**config.mk**
```make
export PLATFORM = sky130hd
export DESIGN_NAME = cdb_arbiter
export DESIGN_NICKNAME = d
export VERILOG_FILES = /design/src/rtl/cdb_arbiter.sv
export SDC_FILE = /design/constraint.sdc
export NUM_CORES = 1
export LEC_CHECK = 0
export BUFFER_PORTS_ARGS = -buffer_cell sky130_fd_sc_hd__buf_4
export CORE_MARGIN = 2
export CORE_UTILIZATION = 50
export CTS_CLUSTER_SIZE = 20
export DETAILED_ROUTE_END_ITERATION = 16
export GPL_TIMING_DRIVEN = 0
export PLACE_DENSITY = 0.83
export SLEW_MARGIN = 20
export SYNTH_ARGS = -nofsm -noshare
export SYNTH_HDL_FRONTEND = slang
export SYNTH_SLANG_ARGS = --single-unit
```
**constraint.sdc**
```tcl
create_clock -name clk -period 15.8 [get_ports clk]
set_input_delay 3.16 -clock clk [delete_from_list [all_inputs] [get_ports clk]]
set_output_delay 3.16 -clock clk [all_outputs]
set_load 0.05 [all_outputs]
```
**src/rtl/cdb_arbiter.sv**
```systemverilog
// Round-robin arbiter for the common data bus: picks one execute-unit result per
// cycle and holds it in a registered broadcast stage until the ROB takes it.
module cdb_arbiter #(
    parameter int N_REQ  = 5,
    parameter int TAG_W  = 3,
    parameter int DATA_W = 32
) (
    input  logic                      clk,
    input  logic                      rst,
    input  logic                      flush,
    input  logic [N_REQ-1:0]          req_valid,
    input  logic [N_REQ*TAG_W-1:0]    req_tag,
    input  logic [N_REQ*DATA_W-1:0]   req_data,
    output logic [N_REQ-1:0]          req_grant,
    input  logic                      cdb_ready,
    output logic                      cdb_valid,
    output logic [TAG_W-1:0]          cdb_tag,
    output logic [DATA_W-1:0]         cdb_data,
    output logic [2:0]                cdb_src
);
    localparam int PTR_W = $clog2(N_REQ);

    logic              r_valid;
    logic [TAG_W-1:0]  r_tag;
    logic [DATA_W-1:0] r_data;
    logic [2:0]        r_src;
    logic [PTR_W-1:0]  r_last;

    logic              w_open;
    logic              w_found;
    logic              w_grant;
    logic [PTR_W-1:0]  w_sel;
    logic [PTR_W-1:0]  w_idx;

    // Scan starting just after the last winner, wrapping modulo N_REQ.
    always_comb begin
        w_found = 1'b0;
        w_sel   = '0;
        w_idx   = '0;
        for (int k = 1; k <= N_REQ; k++) begin
            w_idx = PTR_W'((int'(r_last) + k) % N_REQ);
            if (!w_found && req_valid[w_idx]) begin
                w_found = 1'b1;
                w_sel   = w_idx;
            end
        end
    end

    assign w_open    = ~r_valid | cdb_ready;
    assign w_grant   = w_open & ~flush & ~rst & w_found;
    assign req_grant = w_grant ? (N_REQ'(1) << w_sel) : '0;

    // Flush only drops valid; tag/data are don't-care once the stage is empty.
    always_ff @(posedge clk) begin
        if (rst) begin
            r_valid <= 1'b0;
            r_tag   <= '0;
            r_data  <= '0;
            r_src   <= '0;
            r_last  <= PTR_W'(N_REQ - 1);
        end else if (flush) begin
            r_valid <= 1'b0;
        end else if (w_grant) begin
            r_valid <= 1'b1;
            r_tag   <= req_tag[int'(w_sel)*TAG_W +: TAG_W];
            r_data  <= req_data[int'(w_sel)*DATA_W +: DATA_W];
            r_src   <= 3'(w_sel);
            r_last  <= w_sel;
        end else if (cdb_ready) begin
            r_valid <= 1'b0;
        end
    end

    assign cdb_valid = r_valid;
    assign cdb_tag   = r_tag;
    assign cdb_data  = r_data;
    assign cdb_src   = r_src;
endmodule
```
# Yosys cells after proc, flatten, opt, wreduce, memory -nomap -nowiden
# Cells that the tools add are included.
totals:
  elab_cells: 65
  regBits: 42
  output_inout_bits: 44
  inputBits: 184
classes:
  mul: 1
  shift: 3
  muxes: 23
  order_cmp: 5
  n_reduce_logical: 11
  n_div: 5
  n_addsub: 5
  bitwise_logic: 7
ops:
  columns: ["cell", "n"]
  rows:
  - ["32-bit by 4-bit remainder unit with 32-bit output, second input constant", 5]
  - ["160-bit by 9-bit indexed part select with 32-bit output", 1]
  - ["3-bit by 4-bit less-than comparator with 1-bit output, second input constant", 5]
  - ["1-bit binary-select mux with 3-bit select", 5]
  - ["3-bit two-way mux", 5]
  - ["15-bit by 6-bit indexed part select with 3-bit output", 1]
  - ["1-bit two-way mux", 12]
  - ["3-bit by 2-bit adder with 4-bit output, second input constant", 2]
  - ["3-bit by 3-bit adder with 4-bit output, second input constant", 2]
  - ["3-bit by 2-bit multiplier with 5-bit output, second input constant", 1]
  - ["5-bit two-way mux", 1]
  - ["1-bit by 3-bit left shift with 5-bit output, first input constant", 1]
  - ["3-bit by 1-bit adder with 4-bit output, second input constant", 1]
  - ["1-bit logical AND", 4]
  - ["1-bit zero test", 4]
  - ["1-bit AND", 3]
  - ["1-bit inverter", 3]
  - ["2-bit AND reduction", 1]
  - ["2-bit nonzero test", 1]
  - ["2-bit OR reduction", 1]
  - ["1-bit bitwise OR", 1]

# Depth between registers and ports, before layout
depth:
  ltp_word: 19
  ltp_mapped: 22
  ltp_nobuf: 18

# Worst setup path before layout
# OpenSTA, ideal clock, no wires.
synth_path:
  kind: "input-to-output"
  from: "input port req_valid[3]"
  to: "output port req_grant[0]"
  setup_slack_ps: 6024
  required_ps: 12640
  cell_stages: 8
  arrival_ps: 6616
  path_buffers: 1
  cell_sequence: "mux4_2 > a21oi_1 > a311oi_2 > nand3b_1 > or4_1 > o211a_1 > clkbuf_1 > nor4_1"
synth_between:
  elab_chain_cells: 17
  elab_cells_between_ends: 31
  classes_between: "1 x shift; 21 x mux; 1 x bitwise; 8 x reduce/logical"
synth_lines:
  columns: ["item", "line", "text"]
  rows:
  - ["start, declared", "11", "input logic [N_REQ-1:0] req_valid,"]
  - ["1-bit binary-select mux with 3-bit select", "42", "if (!w_found && req_valid[w_idx]) begin"]
  - ["1-bit two-way mux (implied by the code)", "42", null]
  - ["1-bit two-way mux", "42", null]
  - ["1-bit zero test", "42", null]
  - ["1-bit logical AND", "42", null]
  - ["1-bit two-way mux", "42", null]
  - ["1-bit zero test", "42", null]
  - ["1-bit logical AND", "42", null]
  - ["1-bit two-way mux", "42", null]
  - ["1-bit zero test", "42", null]
  - ["1-bit logical AND", "42", null]
  - ["1-bit two-way mux", "42", null]
  - ["1-bit zero test", "42", null]
  - ["1-bit logical AND", "42", null]
  - ["3-bit two-way mux or 1-bit two-way mux (tied branches)", "42", null]
  - ["1-bit by 3-bit left shift with 5-bit output or 1-bit AND (tied branches)", "51, 50", null]
  - ["5-bit two-way mux *", "51", "assign req_grant = w_grant ? (N_REQ'(1) << w_sel) : '0;"]
  - ["end, declared", "14", "output logic [N_REQ-1:0] req_grant,"]
# Every way passes the cells marked *; elsewhere a longest branch is shown, timed or not. The select of a mux whose other input is x is not followed.

==> results_dict.tcl <==
set metrics [dict create \
    status "complete, no violations" \
    async_reset_ff_share_pct 0 \
    synth.area.top_cells "dfxtp_1 15%, a21boi_0 10%, and3_1 9.0%, a311oi_1 6.4%, ha_1 6.1%" \
    placementRows 37 \
    synth_edf_count 0 \
    grt_pass1_wl_um 34000 \
    core-area_sq_um 10400 \
    setup_violations 0 \
    yosysMostFrequentCell "and3_1" \
    nets 1173 \
    gp_congestion 1.01 \
    crit_arrival_ps 6730 \
    postCtsHoldBufs 0 \
    hp-class "reg2reg" \
    drive_gt1_share_pct 29.9 \
    synth_nets 939 \
    synth_common_cells "77 x and3_1, 73 x a21boi_0, 53 x a21oi_1" \
    cts-resized-gates 0 \
    endpoint_kind "output port" \
    via_per_inst 6.46 \
    yosysTopAreaCellShare_pct 14.9 \
    netlist_instances 728 \
    drc 0 \
    dp_hpwl_um 17800 \
    multi_input_area_sq_um 4130 \
    io_buffers 227 \
    n_fill_cell 882 \
    clockRootBuffer "clkbuf_8" \
    hold_viol_final 0 \
    cts.sinks 40 \
    crit_required_ps 12640 \
    clk_latency_ps 310 \
    path_clk_slew_ps 90 \
    finalMaxSlewViolations 0 \
    grt_pass1_vias 6524 \
    yosysUniqueCellTypes 77 \
    min_period_over_period_pct 62.6 \
    cts_tree "yes" \
    overflow 0 \
    worst_pin_slew_ps 642 \
    drt.antenna.violating_nets 0 \
    syn_to_final_growth_pct 36.4 \
    fin_skew_ps 5.74 \
    wl_um 22400 \
    synth_flop_cell "dfxtp_1" \
    htreeDepth 2 \
    ios 228 \
    drv_cap 0 \
    avgSynthCellArea_sq_um 7.39 \
    die_x_um 108 \
    yosysTopAreaCell "dfxtp_1" \
    worstSetupStartpointType "flop" \
    diodes 0 \
    grt_setup_unrepaired "no" \
    area.sequential_sq_um 801 \
    start_util_pct 51.8 \
    grt_max_degree 13 \
    slew_headroom_pct 56.7 \
    max_freq_mhz 101 \
    yosysWarnings 0 \
    crit_fanout 10 \
    cts_made_buffers 5 \
    path_class "reg2out" \
    cts_setup_buffers 0 \
    cts_buffer_depth 2 \
    track_usage_pct 36.7 \
    drtIter0Drc 677 \
    die_height_um 108 \
    seq_area_frac_synth_pct 14.9 \
    vias 7093 \
    syn-cell-area_sq_um 5380 \
    period_needed_ps 9890 \
    setup-tns-final_ps 0 \
    antenna_found_initial 0 \
    ys_seq_elements 40 \
    dieArea_sq_um 11600 \
    dr.pass1.iters 5 \
    route.detailed.wl_per_inst_um 20.4 \
]
[cell families after synthesis]
group | Yosys count | share of synthesized area, %
buf+inv | 96 | 8.28
mux | 6 | 1.37
fa+ha+maj | 27 | 6.42
flops | 40 | 14.9
xor+xnor | 9 | 1.75
simple gates | 228 | 24.7
compound gates | 322 | 42.6
[critical path, stage by stage (launching register included)]
cell       delay, ps
dfxtp_1          530
buf_2            260
buf_2            250
clkbuf_1         430
inv_1            200
ha_1             390
buf_2            210
clkbuf_1         370
buf_2            340
nand2_1           80
ha_1             270
nand2b_1         190
nor2_1           140
a2bb2oi_1        140
nor2_1           280
a311oi_2         200
nand3b_1         300
or4_1            620
o211a_1          300
clkbuf_1         270
nor4_1           380
buf_4            260
[per-stage QoR]
stage	utilization, %	hold WS [ps]	worst slack (ps)	instance area [sq um]	std cells
5_1_grt	70.7	543	5560	7330	1098
4_1_cts	70.7	514	6080	7330	1098
6_report	70.7	515	5910	7330	1098
2_1_floorplan	-	536	6020	5380	728
3_3_place_gp	69.9	481	6520	7250	1091
3_5_place_dp	69.9	494	6440	7250	1091
[cells in the final DEF, fill, tap and decap left out, types with 5 or more instances in the layout]
| cell type | n |
|---|---|
| o2111ai_1 | 5 |
| xnor2_1 | 7 |
| inv_1 | 17 |
| ha_1 | 26 |
| and3_1 | 77 |
| buf_2 | 23 |
| nor2_1 | 26 |
| buf_6 | 6 |
| a21boi_0 | 73 |
| a311oi_1 | 39 |
| o211ai_1 | 43 |
| clkbuf_1 | 38 |
| a21oi_1 | 53 |
| a32oi_1 | 5 |
| nor2b_1 | 38 |
| buf_1 | 5 |
| clkbuf_8 | 5 |
| a211oi_1 | 7 |
| o21a_1 | 5 |
| buf_4 | 230 |
| nand2b_1 | 7 |
| o21ai_0 | 49 |
| nand4_1 | 7 |
| nand2_1 | 28 |
| nand3_1 | 9 |
| nor3_1 | 7 |
| dfxtp_1 | 40 |
[layer usage]
| layer | GRT usage, % | share of wire (%) | vias to the layer above |
|---|---|---|---|
| li1 | - | - | 3262 |
| met1 | 48.0 | 40 | 3313 |
| met2 | 59.7 | 46 | 443 |
| met3 | 6.72 | 9.2 | 75 |
| met4 | 14.1 | 4.2 | 0 |
| met5 | 0 | 0 | - |
[registers in the layout (all words and copies together), names as in the netlist]
signal / count
cdb_data: 32
cdb_tag: 3
cdb_src: 3
r_last: 1
cdb_valid: 1
[final timing paths]
path	start	endpoint	depth (start not counted)	slack, ps
setup / recovery	cdb_src[0]	req_grant[0]	21	5910
hold / removal	cdb_src[2]	cdb_src[2]	2	520
setup reg to reg	cdb_src[0]	cdb_data[5]	22	9300
hold reg to reg	cdb_src[2]	cdb_src[2]	2	520
[final cells by class]
class / instances / share of cell area [%]
Timing Repair Buffer: 227 / 23.2
Inverter: 21 / 1.08
Clock inverter: 2 / 0.171
Sequential cell: 40 / 10.9
Tap cell: 136 / 2.32
Multi-Input combinational cell: 592 / 56.3
Clock buffer: 5 / 0.939
Buffer: 75 / 5.00
Power is left out: the tool's default activity adds up to more than one toggle a clock period on the data nets, which glitch-free logic cannot reach.
